File: config.mk
export PLATFORM = sky130hd
export DESIGN_NAME = top_debouncer
export DESIGN_NICKNAME = d
export VERILOG_FILES = /design/src/rtl/top_debouncer.sv
export SDC_FILE = /design/constraint.sdc
export NUM_CORES = 1
export LEC_CHECK = 0
export CORE_MARGIN = 3
export CORE_UTILIZATION = 45
export DETAILED_ROUTE_END_ITERATION = 6
export PLACE_DENSITY_LB_ADDON = 0.3
export SYNTH_ARGS = -nofsm -noshare
export SYNTH_HDL_FRONTEND = slang
export SYNTH_SLANG_ARGS = --single-unit
File: constraint.sdc
create_clock -name clk -period 2.1 [get_ports clk]
set_clock_uncertainty 0.15 [all_clocks]
set_input_delay 0.63 -clock clk [delete_from_list [all_inputs] [get_ports clk]]
set_output_delay 0.63 -clock clk [all_outputs]
set_load 0.005 [all_outputs]
File: src/rtl/top_debouncer.sv
// ============================================================================
// Module   : top_debouncer
// Brief    : Two-flop synchroniser and stable-time debouncer for one button.
//            Define DEBOUNCE_EDGE_PULSE_EN to add rise_pulse/fall_pulse outputs.
// Revision : 1.0 - initial release
// ============================================================================
`default_nettype none

module top_debouncer #(
    parameter int   CLK_FREQ    = 50,
    parameter int   TIME_DELAY  = 1,
    parameter logic RESET_VALUE = 1'b1
) (
    input  logic clk,
    input  logic rst,
    input  logic value_in,
`ifdef DEBOUNCE_EDGE_PULSE_EN
    output logic rise_pulse,
    output logic fall_pulse,
`endif
    output logic value_out
);

    localparam int MAX_CLK_COUNT = TIME_DELAY * CLK_FREQ * 1000;
    localparam int CNT_W         = $clog2(MAX_CLK_COUNT + 1);

    localparam logic [CNT_W-1:0] c_cnt_last = CNT_W'(MAX_CLK_COUNT - 1);
    localparam logic [CNT_W-1:0] c_cnt_one  = CNT_W'(1);

    generate
        if (TIME_DELAY < 1 || CLK_FREQ < 1) begin : g_bad_param
            $error("top_debouncer: TIME_DELAY and CLK_FREQ must both be >= 1");
        end
    endgenerate

    logic             r_sync1;
    logic             r_sync2;
    logic             r_value_out;
    logic [CNT_W-1:0] r_count;
    logic             w_differs;
    logic             w_commit;

    assign w_differs = (r_sync2 != r_value_out);
    assign w_commit  = w_differs && (r_count == c_cnt_last);

    always_ff @(posedge clk or posedge rst) begin
        if (rst) begin
            r_sync1 <= RESET_VALUE;
            r_sync2 <= RESET_VALUE;
        end else begin
            r_sync1 <= value_in;
            r_sync2 <= r_sync1;
        end
    end

    // Any cycle agreeing with the output restarts timing from zero.
    always_ff @(posedge clk or posedge rst) begin
        if (rst) begin
            r_value_out <= RESET_VALUE;
            r_count     <= '0;
        end else if (!w_differs) begin
            r_count     <= '0;
        end else if (w_commit) begin
            r_value_out <= r_sync2;
            r_count     <= '0;
        end else begin
            r_count     <= r_count + c_cnt_one;
        end
    end

    assign value_out = r_value_out;

`ifdef DEBOUNCE_EDGE_PULSE_EN
    logic r_rise_pulse;
    logic r_fall_pulse;

    // Pulses are tied to the commit itself, so reset can never raise them.
    always_ff @(posedge clk or posedge rst) begin
        if (rst) begin
            r_rise_pulse <= 1'b0;
            r_fall_pulse <= 1'b0;
        end else begin
            r_rise_pulse <= w_commit &&  r_sync2;
            r_fall_pulse <= w_commit && !r_sync2;
        end
    end

    assign rise_pulse = r_rise_pulse;
    assign fall_pulse = r_fall_pulse;
`endif

endmodule

`default_nettype wire

== Word level (Yosys, flattened, before mapping) ==
Index checks and enable logic that the tools add are counted.

* Reduce and logical (&&, ||, !) cells: 2
* Eq/ne operators: 2
* Add/sub/neg operators: 1
* Mux-type cells: 2

{| class="wikitable"
|+ Operator list
! kind !! count
|-
| 2-to-1 mux 16 bit || 2
|-
| adder 16 x 1 -> 16 bit (second input constant) || 1
|-
| == test 16 bit (second input constant) || 1
|-
| AND reduction 2 bit || 1
|-
| logical AND 1 bit || 1
|-
| inequality test 1 bit || 1
|}

* Bits of input ports: 3
* Output and inout bits: 1
* Bits in registers: 19

== Logic depth before layout (Yosys ltp) ==
Gate-level depths: netlist of the first run.

* Depth after elaboration: 4
* Gate-level depth with buffers: 6

== Least setup slack after synthesis of the first run ==
OpenSTA, ideal clock, no wires.

* Path kind: reg-to-reg
* From: register r_count[9]
* To: register r_count[15]
* Period minus slack after synthesis: 1.596 ns
* Path buffers: 0
* Library setup time: 0.078 ns
* Setup slack: 0.504 ns
* Stages on the path, launching flop included: 5
* Arrival: 1.368 ns
* Cell sequence: dfrtp_1 > nand4_2 > or2_0 > or4b_1 > a21oi_1

* Word-level cells in the longest chain between the ends: 4

{| class="wikitable"
|+ RTL lines
! what !! RTL line !! text
|-
| start, declared || 39 || <nowiki>logic [CNT_W-1:0] r_count;</nowiki>
|-
| start signal, assigned || 67 || <nowiki>r_count <= r_count + c_cnt_one;</nowiki>
|-
| parallel branches: the longest is 2 deep, another holds adder 16 x 1 -> 16 bit || - ||
|-
| 2-to-1 mux 16 bit * || 63 || <nowiki>end else if (w_commit) begin</nowiki>
|-
| 2-to-1 mux 16 bit * || 61 || <nowiki>end else if (!w_differs) begin</nowiki>
|}

Every way passes the cells marked *.
A chain may end at the register's enable or synchronous reset.

== Worst setup path after layout of the first run ==
* From: register r_value_out, in the netlist value_out
* To: output value_out

{| class="wikitable"
|+ RTL lines
! what !! RTL line !! text
|-
| start, declared || 38 || <nowiki>logic r_value_out;</nowiki>
|-
| start signal, assigned || 64 || <nowiki>r_value_out <= r_sync2;</nowiki>
|-
| end, declared || 21 || <nowiki>output logic value_out</nowiki>
|}

No word-level cell between the ends.

==> results.txt, run 1 <==
The count of nets after finishing came out at 102. Setup repair after global routing left no endpoint under its margin. The hold path depth is 0.

The total leakage power is 0.000404 uW. The count of cell types in the netlist is 24. The average cell area after synthesis came out at 10.2 um^2. STA puts the critical path data arrival time at 1080 ps.

The TritonCTS buffer count is 3. The vias per cell came out at 5.57. The total global routing overflow came out at 0. The final design area excluding fillers is 1010 um^2. The total iterations of the first detailed-routing run came out at 4.

Measured in cells, the most critical reg-to-reg path has a length of 5. The row count is 15. For this run, the total global-route usage over all layers was measured as 0.146. STA classifies the critical path startpoint as a register.

The portion of the post-synthesis area used by sequential elements came out at 0.527. In the post-synthesis netlist, the cell with the most instances is sky130_fd_sc_hd__nor2_1. The CTS root buffer is sky130_fd_sc_hd__clkbuf_4. The total length of routed wires came out at 1580 um. The post-route clock period utilization came out at 0.884.

The initial antenna violation count came to 0. The number of ports placed on the die boundary came out at 4. The hold violation total from the final report is 0. The die height came out at 51.0 um. For the final routed database, the setup TNS stands at 0 ps. The number of max-slew violations in the final report came out at 0.

The clock slew seen by the registers of the worst setup and hold paths is 120 ps. Synthesis produced a netlist with a net count of 93. STA classifies the critical path endpoint as an output port. The detail route stage leaves a number of antenna-violating nets equal to 0.

The final antenna diode count is 0. The kind of cell with the highest combined delay along the critical path is flip-flops. The biggest area contributor in the post-synthesis netlist is sky130_fd_sc_hd__dfrtp_1. Detailed routing inserted a total of 680 vias. In the routed design, unresolved DRC markers number 0. The synthesis-stage register bit count is 19. After floorplanning, the core was sized to cover 1820 um^2.

The number of DRC violations after detailed-routing iteration 0 is 16. The tightest min-delay check is of the register to register type. VDD sags by at most 0.508 mV. Of the post-synthesis cell area, the dominant cell type holds 0.440.

The cell count after synthesis is 89. The post-layout total power is 600 uW. The flip-flop cell with the highest count after synthesis is sky130_fd_sc_hd__dfrtp_1.

The depth of the CTS H-tree is 1. Traced cell by cell, the critical path runs through dlygate4sd2_1. The number of max-capacitance violations reported is 0. The effective utilization at floorplan is 0.500. The proportion of layout cells with a drive suffix above 1 is 0.103. The net switching power came out at 144 uW. The number of buffers on the longest clock path is 2. The cell internal power dissipation is 456 uW. The count of flip-flops with a built-in enable after synthesis came out at 0. The largest net degree at the start of global routing came out at 16. The wire-length estimate of the detail-placed layout is 1170 um. The required time reported for the critical path endpoint came out at 1320 ps. The run finished with clean final reports.

The non-filler instance count after layout came out at 122. The synthesis warning total came out at 0. By area the synthesized netlist is led by sky130_fd_sc_hd__dfrtp_1 (44%), sky130_fd_sc_hd__xnor2_1 (12%), sky130_fd_sc_hd__dfstp_2 (8.7%), sky130_fd_sc_hd__nor2_1 (7.0%), sky130_fd_sc_hd__nand4_1 (3.4%). The placed cell area came out at 973 um^2. The part of the total power dissipated in sequential elements came out at 0.635. The full die area is 2600 um^2. The transition at the pin with the smallest max-transition slack came out at 495 ps. The power density of the placed cells came out at 594 nW/um^2. The count of port buffers added during placement is 3.

The number of placed cells counting well taps came out at 117. The number of clock sinks seen by CTS is 19. The critical path's slowest cell is sky130_fd_sc_hd__dfstp_2. The time the worst path needs with I/O delays and setup is 1860 ps. The die boundary width came out at 51.0 um.

The share of total power in the clock network came out at 0.324. The fraction of synthesis flops using an asynchronous set or reset pin is 1.00. The maximum fanout count along the critical path came out at 2. The critical path is of the register to output port type. The wire length of the first global-routing pass came out at 2860 um. At the later pin of the worst-skew pair, clock insertion delay measures 300 ps. The wire length per cell came out at 12.9 um.

The number of buffers and inverters on the critical path is 1. After clock tree synthesis, the flow added hold-fix buffers numbering 0. The final number of setup-violating endpoints came out at 0. In this run the tightest slew margin relative to its limit is 0.670. The synthesis-to-finish area growth came out at 11.0%. The via count of the first global-routing pass came out at 680.

The cell area after technology mapping is 910 um^2. The cell count along the critical path is 1. The part of the power in combinational logic came out at 0.041.

On the worst path, the slowest cell contributes a delay of 550 ps. TritonCTS built the clock tree. The global placement routability congestion came out at 0.845.

The achievable frequency came out at 0.539 GHz. The switching part of the total came out at 0.239. Sorting the synthesized cells by how often they occur yields sky130_fd_sc_hd__nor2_1 (17), sky130_fd_sc_hd__dfrtp_1 (16), sky130_fd_sc_hd__xnor2_1 (12).
power by group through the flow:
stage	sequential (uW)	clock (uW)	combinational (uW)
floorplan	386	0	16.8
CTS	381	198	26.2
global route	382	216	30.1
detailed placement	388	0	25.9
finish	381	194	24.9
global placement	387	0	25.3
sequential cells by signal, indices dropped and copies added, names as in the netlist:
register and cells:
value_out 1, r_sync2 1, r_sync1 1, r_count 16
cell families (layout without fill, tap and decap cells):
kind of cell / count (synthesis) / in the layout / share of synthesized area
and+or+nand+nor: 47 / 47 / 0.275
muxes: 1 / 1 / 0.0124
xor gates and xnor gates: 14 / 14 / 0.135
DFF: 19 / 19 / 0.527
adders and majority gates: 1 / 1 / 0.0138
buffers and inverters: 5 / 13 / 0.0220
AOI/OAI and AO/OA: 2 / 2 / 0.0151
through the flow:
step | hold slack (ps) | setup WS [ps] | utilization
floorplan | 195 | 504 | -
global placement | 198 | 303 | 0.535
detailed placement | 200 | 264 | 0.535
CTS | 218 | 225 | 0.555
global route | 224 | 2.01 | 0.555
finish | 216 | 243 | 0.555
final timing paths:
| kind | slack, ps | endpoint | start |
|---|---|---|---|
| min reg2reg | 220 | r_sync2$_DFF_PP1_ | r_sync1$_DFF_PP1_ |
| max | 240 | value_out | value_out$_DFFE_PP1P_ |
| max reg2reg | 270 | r_count[10]$_DFF_PP0_ | r_count[0]$_DFF_PP0_ |
| min | 220 | r_sync2$_DFF_PP1_ | r_sync1$_DFF_PP1_ |
| min in group asynchronous | 430 | r_count[1]$_DFF_PP0_ | rst |
| max in group asynchronous | 900 | r_count[12]$_DFF_PP0_ | rst |
cells in the final DEF, fill, tap and decap left out, types with 2 or more instances in the layout:
cell,netlist,final
sky130_fd_sc_hd__nand3_1,4,4
sky130_fd_sc_hd__dfrtp_1,16,16
sky130_fd_sc_hd__nand2_1,5,5
sky130_fd_sc_hd__nand4_1,5,5
sky130_fd_sc_hd__clkdlybuf4s50_1,0,2
sky130_fd_sc_hd__nor3_1,5,5
sky130_fd_sc_hd__buf_4,0,2
sky130_fd_sc_hd__xnor2_1,12,12
sky130_fd_sc_hd__and3_1,2,2
sky130_fd_sc_hd__dfstp_2,3,3
sky130_fd_sc_hd__nor4_1,2,2
sky130_fd_sc_hd__nor2_1,17,17
sky130_fd_sc_hd__xor2_1,2,2
sky130_fd_sc_hd__inv_1,4,4
sky130_fd_sc_hd__clkbuf_4,0,3
final cells by class:
cell class,count,area [um^2]
timing repair buffer,5,43.8
clock buffer,3,22.5
multi-input combinational,65,410
fill,174,811
inverter,4,15.0
sequential,19,479
clock inverter,1,7.51
tap,25,31.3
per-layer routing:
metal	global-route usage	vias to the layer above	wire (um)	part of all wire
li1	-	321	-	-
met1	0.197	334	710	0.45
met2	0.227	18	752	0.48
met3	0.0233	7	71	0.045
met4	0.0717	0	43	0.027
met5	0	-	0	0
what timing repair did:
item	4_1_cts	5_1_grt
setup buffers	1	0
endpoints found under the setup margin	1	0
gates resized for setup	1	0
(Power assumes the default switching activity.)
==> run 2, diff against run 1 <==
--- a/config.mk
+++ b/config.mk
@@ -5,6 +5,8 @@
 export SDC_FILE = /design/constraint.sdc
 export NUM_CORES = 1
 export LEC_CHECK = 0
+export CELL_PAD_IN_SITES_DETAIL_PLACEMENT = 1
+export CELL_PAD_IN_SITES_GLOBAL_PLACEMENT = 1
 export CORE_MARGIN = 3
 export CORE_UTILIZATION = 45
 export DETAILED_ROUTE_END_ITERATION = 6
==> constraint.sdc (replaced) <==
create_clock -name clk -period 2.1 [get_ports clk]
set_clock_uncertainty 0.15 [all_clocks]
set_input_delay 0.315 -clock clk [delete_from_list [all_inputs] [get_ports clk]]
set_output_delay 0.315 -clock clk [all_outputs]
set_load 0.005 [all_outputs]
==> run 2 against run 1 <==
Against the previous run:
- register-to-register slack worse by 90 ps
- die area unchanged
- core utilization shrank 0.55 points
- highest routed layer unchanged
- combinational power grew 4%
- non-clock buffer count fell by 1
- global-route usage is 3.0 points higher
- routed wire length rose by 24%
- critical path depth grew 3
- cell area is 0.99% lower
- maximum frequency decreased by 3.2%
==> results.txt, run 2 (synthesis gave the netlist of run 1 again) <==
The flow ran to the end, and the final reports show no timing, DRC or antenna violations. The number of max-slew violations in the final report is 0 (unchanged). The TritonCTS clock tree is built.

The largest net degree at the start of global routing was 20 (+4). The met1 layer usage reported by global route is 0.226 (+0.0286). The routed via count is 676 (-0.59%).

The transition at the pin with the smallest max-transition slack came to 514 ps (+19.5 ps). The count of nets after finishing came out at 101 (-0.98%). The library cell used most frequently in the layout, excluding fill and tap cells, is sky130_fd_sc_hd__nor2_1. The die boundary width came out at 51.0 um (unchanged). The achievable frequency is 0.522 GHz (-3.2%). The insertion delay to the later sink of the worst-skew pair was 280 ps (-20 ps). The power density of the placed cells is 583 nW/um^2 (-1.8%).

The aggregate negative setup slack is 0 ps (unchanged). The final standard cell utilization of the core was 0.549 (-0.00550). The DRC violation count after routing came out at 0 (unchanged). The maximum fanout count along the critical path came out at 15 (+13). The number of clock sinks seen by CTS came to 19 (unchanged).

The row count came out at 15 (unchanged). The endpoint of the most critical register-to-register path is r_count[13]$_DFF_PP0_. The multi-input logic area is 410 um^2 (unchanged). The wire length of the first global-routing pass is 3360 um (+17%). The most critical setup path has its startpoint at r_count[7]$_DFF_PP0_.

The number of cells upsized or downsized after cts is 0 (-1). The remaining max-slew budget at the tightest pin came out at 0.657 (-0.0130). The full die area came out at 2600 um^2 (unchanged).

The total iterations of the first detailed-routing run is 6 (+2). The count of hold-fix buffers inserted at cts is 0 (unchanged). The final antenna diode count came out at 0 (unchanged). The number of ports placed on the die boundary came out at 4 (unchanged). The TritonCTS buffer count came out at 3 (unchanged). The number of max-capacitance violations reported came to 0 (unchanged). The post-route clock period utilization is 0.913 (+0.0288).

The count of port buffers added during placement came out at 3 (unchanged). The tree is rooted in a sky130_fd_sc_hd__clkbuf_4. The die height came to 51.0 um (unchanged). The endpoint type of the worst setup path is a register. The logic depth of the worst register-to-register path is 4 (-1). The total global routing overflow was 0 (unchanged). The total leakage power is 0.000395 uW (-2.3%). In this run the most used layer during global routing was met2. The clock slew seen by the registers of the worst setup and hold paths is 100 ps (-20 ps). The time the worst path needs with I/O delays and setup was 1920 ps (+60.5 ps). The depth of the CTS H-tree came to 1 (unchanged). The required time reported for the critical path endpoint came out at 2100 ps (+780 ps). The initial antenna violation count came out at 0 (unchanged).

The end point of the critical path is r_count[13]$_DFF_PP0_. The worst ir drop on vdd is 0.430 mV (-15%). The number of flip-flops under the largest register name is 16 (unchanged).

The reg2reg setup slack is 180 ps (-90 ps). The number of filler instances in the final layout came out at 218 (+25%). The worst endpoint data arrival time came out at 1920 ps (+840 ps).

The startpoint type of the worst setup path is a register. The met2 global-route usage was 0.296 (+0.0687). The total length of routed wires came to 1950 um (+24%).

The storage element area came out at 479 um^2 (unchanged). The final number of setup-violating endpoints is 0 (unchanged). Setup repair after global routing left no endpoint under its margin.

The non-filler instance count after layout came to 121 (-0.82%). The startpoint identified for the worst register-to-register timing path is r_count[7]$_DFF_PP0_. The wire length per cell is 16.1 um (+25%).

The core footprint came to 1820 um^2 (unchanged). The hold violation total from the final report came out at 0 (unchanged). The met3 track utilization from global routing is 0.0379 (+0.0146). The proportion of layout cells with a drive suffix above 1 came out at 0.0833 (-0.0198). The type of the worst setup path is register to register. The number of buffers on the longest clock path came out at 2 (unchanged). The number of nets still failing antenna checks after routing is 0 (unchanged). Counting flops per register, the top entry is r_count. The global placement routability congestion is 0.809 (-4.3%). The number of DRC violations after detailed-routing iteration 0 came out at 14 (-2). In the layout the commonest cells are sky130_fd_sc_hd__nor2_1 (17), sky130_fd_sc_hd__dfrtp_1 (16), sky130_fd_sc_hd__xnor2_1 (12). The via count of the first global-routing pass is 727 (+6.9%). The effective utilization at floorplan is 0.500 (unchanged). The global-route total usage across every layer is 0.176 (+0.0300).

The synthesis-to-finish area growth is 9.90%. The vias per cell was 5.59 (+0.23%). The post-detailed-placement half-perimeter wirelength is 1480 um (+27%).

The buffer count from post-CTS setup fixing is 0 (-1). The number of placed cells counting well taps was 117 (unchanged). In this run the worst hold path is classified as input pin to asynchronous set/reset pin.
## run 2: cell count changes in the layout (fill, tap and decap cells not counted)
cell	change
sky130_fd_sc_hd__dlygate4sd2_1	-1
sky130_fd_sc_hd__clkbuf_1	+1
sky130_fd_sc_hd__buf_4	-1
sky130_fd_sc_hd__clkinvlp_4	-1
sky130_fd_sc_hd__clkdlybuf4s50_1	+1
## run 2: per-stage QoR
step,instance area (um^2),setup WS [ps],hold WS (ps),total power [uW]
after CTS,1000,160,204,594
after global routing,1000,61.1,223,620
after detailed placement,973,163,215,415
final,1000,183,201,583
after floorplan,910,504,114,403
after global placement,973,322,197,413
## run 2: where the power goes
| group | switching, uW | total, uW | internal [uW] | leakage, uW |
|---|---|---|---|---|
| Combinational | 16.3 | 26.0 | 9.71 | 0.000128 |
| Clock | 101 | 175 | 73.6 | 0.0000150 |
| Sequential | 8.04 | 382 | 374 | 0.000252 |
## run 2: cell type report
| type | count | area share |
|---|---|---|
| multi-input combinational | 65 | 0.411 |
| inverter | 4 | 0.0150 |
| clock buffer | 4 | 0.0263 |
| tap | 25 | 0.0313 |
| sequential | 19 | 0.479 |
| timing repair buffer | 4 | 0.0375 |
## run 2: worst min-delay path by stage
stage	start	end	slack, ps
floorplan	rst	r_count[0]$_DFF_PP0_	110
global placement	r_sync1$_DFF_PP1_	r_sync2$_DFF_PP1_	200
detailed placement	r_sync1$_DFF_PP1_	r_sync2$_DFF_PP1_	220
CTS	rst	r_count[11]$_DFF_PP0_	200
global route	r_sync1$_DFF_PP1_	r_sync2$_DFF_PP1_	220
finish	rst	r_count[10]$_DFF_PP0_	200
## run 2: worst max-delay path, stage by stage, from the launching register on
cell,delay (ps)
sky130_fd_sc_hd__dfrtp_1,460
sky130_fd_sc_hd__nor4b_1,410
sky130_fd_sc_hd__nand4_1,210
sky130_fd_sc_hd__nand2_1,440
sky130_fd_sc_hd__nor2_1,110
## run 2: metal layers
layer	vias up	wire (um)
met4	0	40
met2	19	966
met1	336	866
li1	317	-
met3	4	80
met5	-	0
